==> src/rtl/ser_pkg.sv <==
// Shared types and defaults for the bit serializer front end.
// Optional feature macro: SER_PARITY_EN adds the PARITY state.
package ser_pkg;

   localparam int SER_DATA_W = 8;
   localparam int SER_DIV_W  = 8;

   typedef enum logic [1:0] {
      ST_IDLE  = 2'd0,
      ST_SHIFT = 2'd1
`ifdef SER_PARITY_EN
      ,
      ST_PARITY = 2'd2
`endif
   } ser_state_e;

endpackage

==> src/rtl/ser_div_cnt.sv <==
// Bit-period counter: counts 0..period_i, wraps on bit end.
// Ports: clk, rst_n, en_i, load_i, period_i -> bit_end_o, bit_start_o.
module ser_div_cnt #(
   parameter int DIV_W = 8
) (
   input  logic             clk,
   input  logic             rst_n,
   input  logic             en_i,
   input  logic             load_i,
   input  logic [DIV_W-1:0] period_i,
   output logic             bit_end_o,
   output logic             bit_start_o
);

   logic [DIV_W-1:0] cnt_q, cnt_d;

   assign bit_end_o   = (cnt_q == period_i);
   assign bit_start_o = (cnt_q == '0);

   always_comb begin
      cnt_d = cnt_q;
      if (!en_i || load_i || bit_end_o)
         cnt_d = '0;
      else
         cnt_d = cnt_q + DIV_W'(1);
   end

   always_ff @(posedge clk or negedge rst_n) begin
      if (!rst_n)
         cnt_q <= '0;
      else
         cnt_q <= cnt_d;
   end

endmodule

==> src/rtl/bit_serializer.sv <==
// Parallel-to-serial front end with one-word holding buffer.
// In: clk, rst_n, cfg_div, cfg_msb_first, in_valid, in_data.
// Out: in_ready, x_out, x_vld, x_stb, busy.
// Optional: SER_PARITY_EN appends an even-parity bit per word.
import ser_pkg::*;

module bit_serializer #(
   parameter int DATA_W = SER_DATA_W,
   parameter int DIV_W  = SER_DIV_W
) (
   input  logic              clk,
   input  logic              rst_n,
   input  logic [DIV_W-1:0]  cfg_div,
   input  logic              cfg_msb_first,
   input  logic              in_valid,
   input  logic [DATA_W-1:0] in_data,
   output logic              in_ready,
   output logic              x_out,
   output logic              x_vld,
   output logic              x_stb,
   output logic              busy
);

   localparam int CNT_W = $clog2(DATA_W);
   localparam logic [CNT_W-1:0] LAST = CNT_W'(DATA_W - 1);

   ser_state_e        state_q, state_d;
   logic [DATA_W-1:0] sh_q, sh_d;
   logic [CNT_W-1:0]  bit_q, bit_d;
   logic [DIV_W-1:0]  div_q, div_d;
   logic [DATA_W-1:0] hold_q, hold_d;
   logic              full_q, full_d;
`ifdef SER_PARITY_EN
   logic              par_q, par_d;
`endif

   logic              accept;
   logic              load;
   logic              fin;
   logic              bit_end;
   logic              bit_start;
   logic [DATA_W-1:0] word;
   logic [DATA_W-1:0] rev;

   assign accept = in_valid && !full_q;

   ser_div_cnt #(
      .DIV_W(DIV_W)
   ) u_div (
      .clk        (clk),
      .rst_n      (rst_n),
      .en_i       (state_q != ST_IDLE),
      .load_i     (load),
      .period_i   (div_q),
      .bit_end_o  (bit_end),
      .bit_start_o(bit_start)
   );

   always_comb begin
      state_d = state_q;
      sh_d    = sh_q;
      bit_d   = bit_q;
      div_d   = div_q;
      hold_d  = hold_q;
      full_d  = full_q;
`ifdef SER_PARITY_EN
      par_d   = par_q;
`endif
      load    = 1'b0;
      fin     = 1'b0;
      word    = in_data;
      rev     = '0;

      unique case (state_q)
         ST_IDLE: begin
            if (accept)
               load = 1'b1;
         end
         ST_SHIFT: begin
            if (bit_end) begin
               if (bit_q == LAST) begin
`ifdef SER_PARITY_EN
                  state_d = ST_PARITY;
`else
                  fin = 1'b1;
`endif
               end else begin
                  sh_d  = {sh_q[DATA_W-2:0], 1'b0};
                  bit_d = bit_q + CNT_W'(1);
               end
            end
         end
`ifdef SER_PARITY_EN
         ST_PARITY: begin
            if (bit_end)
               fin = 1'b1;
         end
`endif
         default: state_d = ST_IDLE;
      endcase

      // Final clock of a word: reload from holding, else take a
      // handshake straight into the shifter, else fall idle.
      if (fin) begin
         if (full_q) begin
            load   = 1'b1;
            word   = hold_q;
            full_d = 1'b0;
         end else if (accept) begin
            load = 1'b1;
         end else begin
            state_d = ST_IDLE;
         end
      end else if (state_q != ST_IDLE && accept) begin
         hold_d = in_data;
         full_d = 1'b1;
      end

      for (int i = 0; i < DATA_W; i++)
         rev[i] = word[DATA_W-1-i];

      // Shifter always emits its MSB; LSB-first words are stored
      // reversed so one shift direction serves both orders.
      if (load) begin
         state_d = ST_SHIFT;
         sh_d    = cfg_msb_first ? word : rev;
         bit_d   = '0;
         div_d   = cfg_div;
`ifdef SER_PARITY_EN
         par_d   = ^word;
`endif
      end
   end

   always_ff @(posedge clk or negedge rst_n) begin
      if (!rst_n) begin
         state_q <= ST_IDLE;
         sh_q    <= '0;
         bit_q   <= '0;
         div_q   <= '0;
         hold_q  <= '0;
         full_q  <= 1'b0;
`ifdef SER_PARITY_EN
         par_q   <= 1'b0;
`endif
      end else begin
         state_q <= state_d;
         sh_q    <= sh_d;
         bit_q   <= bit_d;
         div_q   <= div_d;
         hold_q  <= hold_d;
         full_q  <= full_d;
`ifdef SER_PARITY_EN
         par_q   <= par_d;
`endif
      end
   end

   assign x_vld    = (state_q != ST_IDLE);
   assign x_stb    = x_vld && bit_start;
   assign in_ready = !full_q;
   assign busy     = x_vld || full_q;
`ifdef SER_PARITY_EN
   assign x_out = ((state_q == ST_SHIFT) && sh_q[DATA_W-1]) ||
                  ((state_q == ST_PARITY) && par_q);
`else
   assign x_out = (state_q == ST_SHIFT) && sh_q[DATA_W-1];
`endif

endmodule

==> config.mk <==
export PLATFORM = sky130hd
export DESIGN_NAME = bit_serializer
export DESIGN_NICKNAME = d
export VERILOG_FILES = /design/src/rtl/ser_pkg.sv /design/src/rtl/ser_div_cnt.sv /design/src/rtl/bit_serializer.sv
export SDC_FILE = /design/constraint.sdc
export NUM_CORES = 1
export LEC_CHECK = 0
export BUFFER_PORTS_ARGS = -buffer_cell sky130_fd_sc_hd__buf_2
export CAP_MARGIN = 30
export CORE_MARGIN = 2
export CORE_UTILIZATION = 57
export DETAILED_ROUTE_END_ITERATION = 8
export PLACE_DENSITY_LB_ADDON = 0.25
export SLEW_MARGIN = 10
export SYNTH_ARGS = -nofsm -noshare
export SYNTH_HDL_FRONTEND = slang
export SYNTH_SLANG_ARGS = --single-unit
==> constraint.sdc <==
create_clock -name clk -period 3.2 [get_ports clk]
set_input_delay 0 -clock clk [delete_from_list [all_inputs] [get_ports clk]]
set_output_delay 0 -clock clk [all_outputs]
set_load 0.01 [all_outputs]
==> results by stage, run 1 <==
Run status:
- The flow ran to the end, and the final reports show no timing, DRC or antenna violations.

STA:
- The routed design could run at a clock period as short as 2560 ps.
- The max-slew violation total from the final report is 0.
- After layout, the worst setup slack is 642 ps.
- The maximum clock frequency is a little under 400 MHz.
- The worst slew slack as a fraction of its limit is 38.0%.
- Setup repair after global routing left no endpoint under its margin.
- The clock arrives with 4.17 ps of skew.
- The final-report hold violation count is 0.
- The final period utilization is 79.9%.
- At the pin with the least slew margin, the transition time is 921 ps.
- The final number of setup-violating endpoints is 0.
- The setup total negative slack is 0 ps.

Clocking:
- The CTS sink count is 38.
- The number of clock buffers added by TritonCTS is 5.
- The H-tree depth is 2.
- The later-pin clock latency in the skew report is 340 ps.
- The post-cts sizing count is 0.
- After clock tree synthesis, the clock-pin slew on the worst setup and hold paths is 110 ps.
- The master cell of the clock root buffer is sky130_fd_sc_hd__clkbuf_4.
- No sink is reached through more buffers than the 2 on the longest clock path.
- The TritonCTS clock tree is built.

Cells and area:
- After filler insertion, the fill cell instance count of the layout stands at 263.
- The final layout contains 221 nets.
- The share of layout cells above drive strength 1 is 31.8%.
- Relative to the synthesized area, the layout overhead comes to 21.7%.
- The count of inserted antenna diode cells is 0.

Detailed routing:
- In the final routed layout, each cell accounts on average for between 10 and 15 µm.
- The total routed wirelength is 3.53 mm.
- The via total after detailed routing is between 1000 and 1500.
- Using the TritonRoute via totals, the vias-per-cell ratio works out to 5.43.
- For this run, design rule violations remaining after detail routing come to 0.
- For this block, the initial DRC count from the detailed router was 36.
- The count of antenna-violating nets left after detailed routing is 0.
- The pre-antenna-repair detailed-routing pass consisted of 4 iterations.

Floorplan:
- The core area is 3360 µm².
- The die covers 3990 µm².
- Measured along the x axis, the die boundary spans ~63 µm.
- The die height is 63.2 µm.
- The initial core utilization is 59.4%.
- The cell row count is 21.
- The count of boundary I/O pins is 25.

Synth:
- The synthesized netlist occupies a cell area of 2000 µm².
- The count of yosys warnings during synthesis is 0.
- The proportion of synthesized flip-flops having asynchronous set or reset is 100%.
- The synthesized area per cell is 13.2 µm².
- The number of enable-type register cells in the synthesized netlist is 0.
- The share of the Yosys chip area taken by registers is 47.6%.
- In this run, distinct cell masters in the synthesized netlist total 30.
- The area share of the largest cell type after synthesis is a little under half.
- For this run, the leading register cell type out of synthesis is sky130_fd_sc_hd__dfrtp_1.
- The biggest area contributor in the post-synthesis netlist is sky130_fd_sc_hd__dfrtp_1.
- By area the synthesized netlist is led by sky130_fd_sc_hd__dfrtp_1 (48%), sky130_fd_sc_hd__mux2_2 (14%), sky130_fd_sc_hd__mux4_1 (11%), sky130_fd_sc_hd__mux2_1 (4.5%), sky130_fd_sc_hd__xnor2_1 (3.9%).
- The synthesized net count is 175.
- In the synthesized netlist, the number of instances is 151.
- The number of register bits inferred by synthesis is 38.

GRT:
- The overall routing resource usage is 20.2%.
- The number of antenna violations at the first check in global routing was 0.
- The maximum number of pins on one net before global-route repair is 39.
- The total overflow left after global routing is 0.
- The number of global-route vias before repair was 1425.
- The wire length of the first global-routing pass is 6.30 mm.

Flow run:
- The tool flagged a number of max-cap violations equal to 0.

Worst setup path:
- The arrival time of data at the critical path endpoint is 2790 ps.
- The type of the worst setup path is flip-flop to flip-flop.
- The data required time at the worst endpoint is 3430 ps.
- The maximum fanout count along the critical path is 8.
- The sort of element at the start of the critical path is a flip-flop.
- The type of element capturing the critical path is a flip-flop.
- Setup slack on the worst reg-to-reg path comes out at 640 ps.

Pwr:
- The cell leakage power is 1.20 nW.
- In this run the power density over the cells is 336 nW/µm².
- The maximum vdd ir drop is 0.312 mV.

Place:
- The count of buffers inserted at the top-level ports is 24.
- Summed over all nets, the half-perimeter wirelength after detailed placement is around 2.5 mm.
- Routability-driven placement finished with a final weighted congestion of 0.890.
- At the placement stage, the worst setup path has a slack of 613 ps.

Hold path:
- The class of the most critical hold timing path is primary input to flip-flop.
-- critical path: stages, from the launching register on --
cell and delay, ps:
sky130_fd_sc_hd__dfrtp_1 470, sky130_fd_sc_hd__xnor2_1 220, sky130_fd_sc_hd__nand4_2 220, sky130_fd_sc_hd__nor4_4 600
sky130_fd_sc_hd__mux4_1 650, sky130_fd_sc_hd__mux2_1 300
-- kinds of logic after synthesis --
| family | share of synthesized area (%) |
|---|---|
| adder cells (fa/ha/maj) | 2.50 |
| buffers and inverters | 2.44 |
| multiplexers | 29.1 |
| flip-flops | 47.6 |
| XOR/XNOR | 6.58 |
| other | 0.188 |
| AND/OR/NAND/NOR | 10.4 |
| AO/OA/AOI/OAI | 1.19 |
-- area by class of cell --
| class | count | area [µm²] | area share, % |
|---|---|---|---|
| multi-input combinational | 101 | 1000 | 41.3 |
| sequential | 38 | 951 | 39.1 |
| timing repair buffer | 45 | 335 | 13.8 |
| tap | 46 | 57.6 | 2.37 |
| clock buffer | 7 | 55.1 | 2.26 |
| inverter | 6 | 22.5 | 0.926 |
| clock inverter | 1 | 5.00 | 0.206 |
-- cells in the mapped netlist, types with 2 or more instances --
cell and instances:
sky130_fd_sc_hd__mux2_1 8, sky130_fd_sc_hd__xnor2_1 9, sky130_fd_sc_hd__dfrtp_1 38, sky130_fd_sc_hd__nor4_1 2, sky130_fd_sc_hd__mux4_1 8, sky130_fd_sc_hd__nor2_1 9
sky130_fd_sc_hd__clkbuf_1 2, sky130_fd_sc_hd__buf_2 3, sky130_fd_sc_hd__inv_1 6, sky130_fd_sc_hd__and3_1 2, sky130_fd_sc_hd__mux2_2 25, sky130_fd_sc_hd__nor2b_1 2
sky130_fd_sc_hd__and2_1 4, sky130_fd_sc_hd__ha_1 4, sky130_fd_sc_hd__nand3_1 6, sky130_fd_sc_hd__xor2_1 6, sky130_fd_sc_hd__nand2_1 4
-- where the power goes --
part,switching [mW],internal (mW),total [mW]
sequential,0.00338,0.485,0.488
combinational,0.0273,0.0420,0.0693
clock,0.152,0.107,0.258
-- sequential cells by signal (all words and copies together), names as in the netlist --
register     flops
state_q          2
bit_q            3
div_q            8
u_div.cnt_q      8
hold_q           8
full_q           1
sh_q             8
-- placed cells by master, fill, tap and decap left out, types with 2 or more instances in the layout --
cell type	n
sky130_fd_sc_hd__nand3_1	6
sky130_fd_sc_hd__mux2_1	8
sky130_fd_sc_hd__nor2b_1	2
sky130_fd_sc_hd__mux2_2	25
sky130_fd_sc_hd__buf_4	2
sky130_fd_sc_hd__and2_1	4
sky130_fd_sc_hd__dlygate4sd3_1	18
sky130_fd_sc_hd__ha_1	4
sky130_fd_sc_hd__mux4_1	8
sky130_fd_sc_hd__xor2_1	6
sky130_fd_sc_hd__nand2_1	4
sky130_fd_sc_hd__clkbuf_4	5
sky130_fd_sc_hd__nor2_1	9
sky130_fd_sc_hd__dfrtp_1	38
sky130_fd_sc_hd__and3_1	2
sky130_fd_sc_hd__buf_2	24
sky130_fd_sc_hd__xnor2_1	9
sky130_fd_sc_hd__inv_1	6
-- path summary, 6_finish.rpt --
check                                    startpoint                  endpoint  cells after the start
max                        u_div.cnt_q[0]$_DFF_PN0_       sh_q[5]$_DFFE_PN0P_                      5
min                                   cfg_msb_first       sh_q[4]$_DFFE_PN0P_                      3
max in group asynchronous                     rst_n       sh_q[6]$_DFFE_PN0P_                      3
min in group asynchronous                     rst_n  u_div.cnt_q[7]$_DFF_PN0_                      3
min reg2reg                   hold_q[7]$_DFFE_PN0P_     hold_q[7]$_DFFE_PN0P_                      1
max reg2reg                u_div.cnt_q[0]$_DFF_PN0_       sh_q[5]$_DFFE_PN0P_                      5
-- what timing repair did --
action	4_1_cts	5_1_grt
setup buffers	0	0
hold endpoints to repair	55	0
hold buffers	18	0
-- metal layers --
layer	vias up	wire, µm	global-route usage [%]	share of wire, %
met5	-	0	0	0
met4	0	39	5.71	1.1
met3	6	129	4.82	3.7
met2	27	1870	35.9	53
met1	663	1490	24.5	42
li1	629	-	-	-
-- stage by stage --
stage	instances	area [µm²]	hold slack (ps)	util, %	power (mW)
2_1_floorplan	151	2000	-296	-	0.520
3_3_place_gp	217	2170	136	64.5	0.545
3_5_place_dp	217	2170	155	64.5	0.549
4_1_cts	243	2410	125	71.7	0.825
5_1_grt	244	2430	151	72.3	0.860
6_report	244	2430	127	72.3	0.816
No activity file was read; power rests on OpenSTA's default activity.
==> run 2: changes to the inputs <==
clock period = 2.43 ns   (was 3.2 ns; I/O delays follow)
==> results by stage, run 2 (synthesis results as in run 1) <==
Run status:
- The run finished with clean final reports.

Detailed routing:
- The number of remaining DRC errors is 0 (unchanged).
- The total routed wirelength is 3.88 mm (+10%).
- The length of the first detailed-routing pass in iterations came to 4 (unchanged).
- The count of antenna-violating nets left after detailed routing is 0 (unchanged).
- The routed wirelength normalized by instance count is 15.7 µm (+8.7%).
- The via total after detailed routing is 1344 (+1.4%).
- The DRC violation total after the first TritonRoute iteration was 79 (+120%).
- The ratio of routed vias to standard cells is 5.44 (+0.20%).

Worst setup path:
- The cell type of the slowest stage on the worst timing path is sky130_fd_sc_hd__mux4_1.
- STA classifies the critical path startpoint as a flip-flop.
- The critical path goes through xnor2_1 -> nand4_1 -> nor4_4 -> buf_6 -> mux4_1 -> mux2_1.
- The maximum fanout count along the critical path came to 8 (unchanged).
- The delay of the slowest cell on the worst path came to 570 ps (-80 ps).
- By startpoint and endpoint, the worst setup path is classified as flip-flop to flip-flop.
- The data required time at the worst endpoint came to 2660 ps (-770 ps).
- The type of element capturing the critical path is a flip-flop.
- The register-to-register setup slack was 100 ps (-540 ps).
- The arrival time of data at the critical path endpoint is 2570 ps (-220 ps).

Cells and area:
- The final layout net count is 225 (+1.8%).
- The area growth from synthesis to layout is 22.9%.
- The layout filler cell count is 243 (-7.6%).
- The share of layout cells above drive strength 1 was 34.3% (+2.5 points).
- The count of inserted antenna diode cells came to 0 (unchanged).
- The sequential cell area was 952 µm² (+0.13%).
- The area occupied by multi-input gates is 1020 µm² (+1.7%).
- Leaving out fill and tap cells, the most frequent cell in the layout is sky130_fd_sc_hd__dfrtp_1.
- In the layout the commonest cells are sky130_fd_sc_hd__dfrtp_1 (37), sky130_fd_sc_hd__mux2_2 (25), sky130_fd_sc_hd__buf_2 (24).

GRT:
- The maximum number of pins on one net before global-route repair is 39 (unchanged).
- The number of antenna violations at the first check in global routing came to 0 (unchanged).
- The overall routing resource usage is 22.1% (+1.9 points).
- The wire length of the first global-routing pass was 6.76 mm (+7.2%).
- The residual overflow from global routing is 0 (unchanged).
- The number of global-route vias before repair is 1512 (+6.1%).

Clocking:
- The CTS sink count is 38 (unchanged).
- TritonCTS built the clock tree.
- The later-pin clock latency in the skew report is 340 ps (about the same).
- The clock-pin slew reported for the worst setup and hold paths after clock tree synthesis was 100 ps (about the same).
- The buffer depth of the longest clock path came to 2 (unchanged).
- The master cell of the clock root buffer is sky130_fd_sc_hd__clkbuf_4.
- The total CTS buffers is 5 (unchanged).
- The H-tree depth is 2 (unchanged).

Pwr:
- The cell leakage power came to 1.20 nW (+0.45%).
- The total power draw came to 1.03 mW (+27%).
- The power per unit of standard cell area is 420 nW/µm² (+25%).
- The maximum vdd ir drop was 0.333 mV (+6.7%).

STA:
- The post-layout worst setup margin was 98.4 ps (-544 ps).
- The final number of setup-violating endpoints is 0 (unchanged).
- The worst clock skew is 10.2 ps (+6.00 ps).
- The setup total negative slack was 0 ps (unchanged).
- The final-report hold violation count is 0 (unchanged).
- The final period demand of the worst path is 2330 ps (-226 ps).
- The actual slew at the worst max-slew pin was 825 ps (-96.7 ps).
- The final period utilization was 95.9% (+16 points).
- The max-slew violation total from the final report was 0 (unchanged).
- The maximum clock frequency is 429 MHz (+9.7%).
- Setup repair after global routing left no endpoint under its margin.
- The worst slew slack as a fraction of its limit is 45.0% (+7.0 points).

Place:
- The HPWL reported at the end of detailed placement is 2.66 mm (+6.3%).
- The post-placement setup slack came to 102 ps (-512 ps).
- The final estimated routing congestion in global placement is 0.914 (+2.7%).
- The count of buffers inserted at the top-level ports is 24 (unchanged).

Flow run:
- The number of max-capacitance violations reported is 0 (unchanged).

Floorplan:
- The core area came to 3360 µm² (unchanged).
- The initial core utilization is 59.4% (unchanged).
- The cell row count was 21 (unchanged).
- The count of boundary I/O pins was 25 (unchanged).
- The die height is 63.2 µm (unchanged).
- The die span in x is 63.2 µm (unchanged).
- The die area is 3990 µm² (unchanged).

Hold path:
- The class of the most critical hold timing path is primary input to flip-flop.
-- run 2: cell types whose count changed in the layout (fill, tap and decap cells not counted) --
cell	delta
sky130_fd_sc_hd__buf_12	-1
sky130_fd_sc_hd__buf_4	+4
sky130_fd_sc_hd__buf_6	+1
sky130_fd_sc_hd__clkbuf_1	+1
sky130_fd_sc_hd__clkbuf_8	-1
sky130_fd_sc_hd__clkinv_2	-1
sky130_fd_sc_hd__dfrtp_1	-1
sky130_fd_sc_hd__dfrtp_2	+1
sky130_fd_sc_hd__nand2_1	-1
sky130_fd_sc_hd__nand2_2	+1
sky130_fd_sc_hd__xnor2_1	-2
sky130_fd_sc_hd__xnor2_2	+2
-- run 2: routing by layer --
metal	GRT usage, %	share of wire (%)	vias to the layer above
met3	6.25	4.1	11
li1	-	-	639
met2	39.6	54	31
met4	9.78	2.3	0
met1	24.4	39	663
met5	0	0	-
-- run 2: worst paths after layout --
path | endpoint | startpoint | cells past startpoint
worst max-delay path | sh_q[5]$_DFFE_PN0P_ | u_div.cnt_q[4]$_DFF_PN0_ | 6
worst min-delay path | sh_q[2]$_DFFE_PN0P_ | cfg_msb_first | 3
worst max register to register | sh_q[5]$_DFFE_PN0P_ | u_div.cnt_q[4]$_DFF_PN0_ | 6
worst min register to register | hold_q[2]$_DFFE_PN0P_ | hold_q[2]$_DFFE_PN0P_ | 1
max in group asynchronous | u_div.cnt_q[1]$_DFF_PN0_ | rst_n | 2
min in group asynchronous | u_div.cnt_q[4]$_DFF_PN0_ | rst_n | 2
-- run 2: layout make-up --
| class | count | area share (%) |
|---|---|---|
| clock buffer | 7 | 1.83 |
| inverter | 6 | 0.917 |
| multi-input combinational | 101 | 41.6 |
| sequential | 38 | 38.8 |
| tap | 46 | 2.34 |
| timing repair buffer | 49 | 14.5 |
-- run 2: through the flow --
step           utilization [%]  hold WS (ps)  area [µm²]  cells
2_1_floorplan                -          -296        2000    151
3_3_place_gp              65.7           128        2210    222
3_5_place_dp              65.7           152        2210    222
4_1_cts                   72.4           120        2430    247
5_1_grt                   73.0           169        2460    247
6_report                  73.0           141        2460    247
-- run 2: critical path, delay by kind of cell (launching register included) --
kind | cells | cell delay [ps]
XOR/XNOR | 1 | 280
buffers and inverters | 1 | 180
flip-flops | 1 | 460
multiplexers | 2 | 880
AND/OR/NAND/NOR | 2 | 410
-- run 2: where the power goes --
part	internal, mW	total, mW	leakage, nW	switching, mW
logic	0.0523	0.0893	0.658	0.0371
registers	0.639	0.643	0.519	0.00436
clock network	0.109	0.300	0.0254	0.191
total	0.800	1.03	1.20	0.232
-- run 2: repair_timing --
| action | CTS | global route |
|---|---|---|
| setup endpoints to repair | 0 | 4 |
| buffers inserted | 0 | 0 |
| hold buffers | 18 | 0 |
| hold endpoints to repair | 55 | 0 |
| resized for setup | 0 | 5 |
==> run 3: changes to the inputs <==
CORE_UTILIZATION = 60   (was 57)
CTS_BUF_LIST = sky130_fd_sc_hd__clkbuf_8   (was default)
==> results by stage, run 3 (synthesis results as in run 1) <==
GRT:
- The maximum number of pins on one net before global-route repair is 39 (unchanged).
- The number of antenna violations at the first check in global routing is 0 (unchanged).
- The overall routing resource usage is 23.4% (+1.2 points).
- The residual overflow from global routing is 0 (unchanged).
- The number of global-route vias before repair is 1383 (-8.5%).
- The wire length of the first global-routing pass is 6.19 mm (-8.4%).

Pwr:
- The cell leakage power is 1.23 nW (+2.3%).
- The total power draw is 1.17 mW (+13%).
- The share of power burned in the clock network came to 37.3% (+8.2 points).
- The switching power summed over all nets is 255 µW (+9.8%).
- The power per unit of standard cell area came to 468 nW/µm² (+11%).
- The sequential cell fraction of total power is 54.9% (-7.4 points).
- The cell-internal power is 916 µW (+15%).
- The relative contribution of combinational cells to total power came to 7.8% (-0.9 points).
- The maximum vdd ir drop is 0.499 mV (+50%).
- The net switching share of the total power is 21.8% (-0.73 points).

Hold path:
- The class of the most critical hold timing path is primary input to flip-flop.

Clocking:
- The CTS sink count is 38 (unchanged).
- The buffer depth of the longest clock path was 2 (unchanged).
- TritonCTS built the clock tree.
- The master cell of the clock root buffer is sky130_fd_sc_hd__clkbuf_8.
- The H-tree depth is 2 (unchanged).
- The clock-pin slew reported for the worst setup and hold paths after clock tree synthesis was 70 ps (-30 ps).
- The total CTS buffers is 5 (unchanged).
- The later-pin clock latency in the skew report is 280 ps (-60 ps).

Worst setup path:
- The type of the worst setup path is flip-flop to flip-flop.
- The arrival time of data at the critical path endpoint is 2470 ps (-100 ps).
- The maximum fanout count along the critical path is 8 (unchanged).
- The worst setup path is launched from a flip-flop.
- The data required time at the worst endpoint was 2590 ps (-70 ps).
- The type of element capturing the critical path is a flip-flop.

Run status:
- The flow ran to the end, and the final reports show no timing, DRC or antenna violations.

Cells and area:
- The share of layout cells above drive strength 1 came to 35.5% (+1.1 points).
- The area occupied by multi-input gates is 1020 µm² (-0.37%).
- The leading cell type in the layout, fill and taps excluded is sky130_fd_sc_hd__dfrtp_1.
- The layout filler cell count is 191 (-21%).
- The area growth from synthesis to layout is 25.2%.
- The count of inserted antenna diode cells was 0 (unchanged).
- The sequential cell area came to 951 µm² (-0.13%).
- The final layout net count came to 226 (+0.44%).
- Leaving out fill and tap cells, the most frequent cells in the layout are sky130_fd_sc_hd__dfrtp_1 (38), sky130_fd_sc_hd__mux2_2 (25), sky130_fd_sc_hd__buf_2 (24).

Floorplan:
- The die area is 3810 µm² (-4.7%).
- The core area is 3100 µm² (-7.7%).
- The count of boundary I/O pins is 25 (unchanged).
- The die height is 61.7 µm (-2.4%).
- The die span in x is 61.7 µm (-2.4%).
- The initial core utilization is 64.4% (+5.0 points).
- The cell row count is 20 (-4.8%).

Place:
- The final estimated routing congestion in global placement is 0.812 (-11%).
- The count of buffers inserted at the top-level ports was 24 (unchanged).
- The HPWL reported at the end of detailed placement is 2.53 mm (-4.7%).

STA:
- Setup repair after global routing left no endpoint under its margin.
- The worst clock skew is 2.16 ps (-8.00 ps).
- The max-slew violation total from the final report is 0 (unchanged).
- The final period utilization is 94.9% (-1.0 points).
- The maximum clock frequency was 433 MHz (+1.1%).
- The worst slew slack as a fraction of its limit came to 43.0% (-2.0 points).
- The final-report hold violation count is 0 (unchanged).
- The final number of setup-violating endpoints came to 0 (unchanged).
- The setup total negative slack is 0 ps (unchanged).
- The final period demand of the worst path came to 2310 ps (-24.6 ps).
- The actual slew at the worst max-slew pin is 855 ps (+30.7 ps).

Detailed routing:
- The DRC violation total after the first TritonRoute iteration came to 45 (-43%).
- The length of the first detailed-routing pass in iterations is 4 (unchanged).
- The via total after detailed routing was 1352 (+0.60%).
- The routed wirelength normalized by instance count came to 15.5 µm (-1.2%).
- The number of remaining DRC errors is 0 (unchanged).
- The total routed wirelength is 3.83 mm (-1.2%).
- The count of antenna-violating nets left after detailed routing is 0 (unchanged).
- The ratio of routed vias to standard cells is 5.47 (+0.60%).

Flow run:
- The number of max-capacitance violations reported was 0 (unchanged).
-- run 3: critical path: stages (launching register included) --
cell and delay [ps]:
sky130_fd_sc_hd__dfrtp_1 460, sky130_fd_sc_hd__xnor2_2 170, sky130_fd_sc_hd__nand4_2 210, sky130_fd_sc_hd__nor4_4 270, sky130_fd_sc_hd__buf_6 190, sky130_fd_sc_hd__mux4_2 550
sky130_fd_sc_hd__mux2_1 340
-- run 3: layout make-up --
| class | instances | area share, % |
|---|---|---|
| Clock buffer | 6 | 3.30 |
| Clock inverter | 2 | 0.350 |
| Inverter | 6 | 0.900 |
| Multi-Input combinational cell | 101 | 40.7 |
| Sequential cell | 38 | 38.0 |
| Tap cell | 44 | 2.20 |
| Timing Repair Buffer | 50 | 14.5 |
-- run 3: power groups by stage --
stage | registers [mW] | clock network [mW] | logic, mW
after floorplan | 0.655 | 0 | 0.0305
after global placement | 0.655 | 0 | 0.0633
after detailed placement | 0.655 | 0 | 0.0681
after CTS | 0.643 | 0.444 | 0.0906
after global routing | 0.644 | 0.468 | 0.104
final | 0.643 | 0.437 | 0.0918
-- run 3: timing repair --
item | CTS | global route
gates resized for setup | 0 | 5
hold endpoints to repair | 55 | 0
hold buffers | 18 | 0
setup endpoints to repair | 0 | 8
buffers inserted | 0 | 0
-- run 3: path summary, 6_finish.rpt --
path	endpoint	startpoint	slack, ps	cells after the start
worst min register to register	hold_q[7]$_DFFE_PN0P_	hold_q[7]$_DFFE_PN0P_	520	1
worst max register to register	sh_q[6]$_DFFE_PN0P_	u_div.cnt_q[3]$_DFF_PN0_	120	6
worst max-delay path	sh_q[6]$_DFFE_PN0P_	u_div.cnt_q[3]$_DFF_PN0_	120	6
max in group asynchronous	div_q[2]$_DFFE_PN0P_	rst_n	1540	2
worst min-delay path	sh_q[0]$_DFFE_PN0P_	cfg_msb_first	210	3
min in group asynchronous	bit_q[0]$_DFFE_PN0P_	rst_n	360	2
-- run 3: layer usage --
layer | vias up | part of all wire, % | track usage, %
met5 | - | 0 | 0
met4 | 0 | 2.9 | 11.9
met3 | 12 | 4.6 | 7.87
met2 | 42 | 49 | 36.5
met1 | 656 | 44 | 29.1
li1 | 642 | - | -
-- run 3: through the flow --
step	setup WS, ps	hold WS [ps]	cells	cell area, µm²	utilization [%]
floorplan	156	-296	151	2000	-
global placement	166	122	221	2210	71.3
detailed placement	126	143	221	2210	71.3
CTS	102	198	247	2480	80.1
global route	1.47	255	247	2500	80.6
finish	123	206	247	2500	80.6
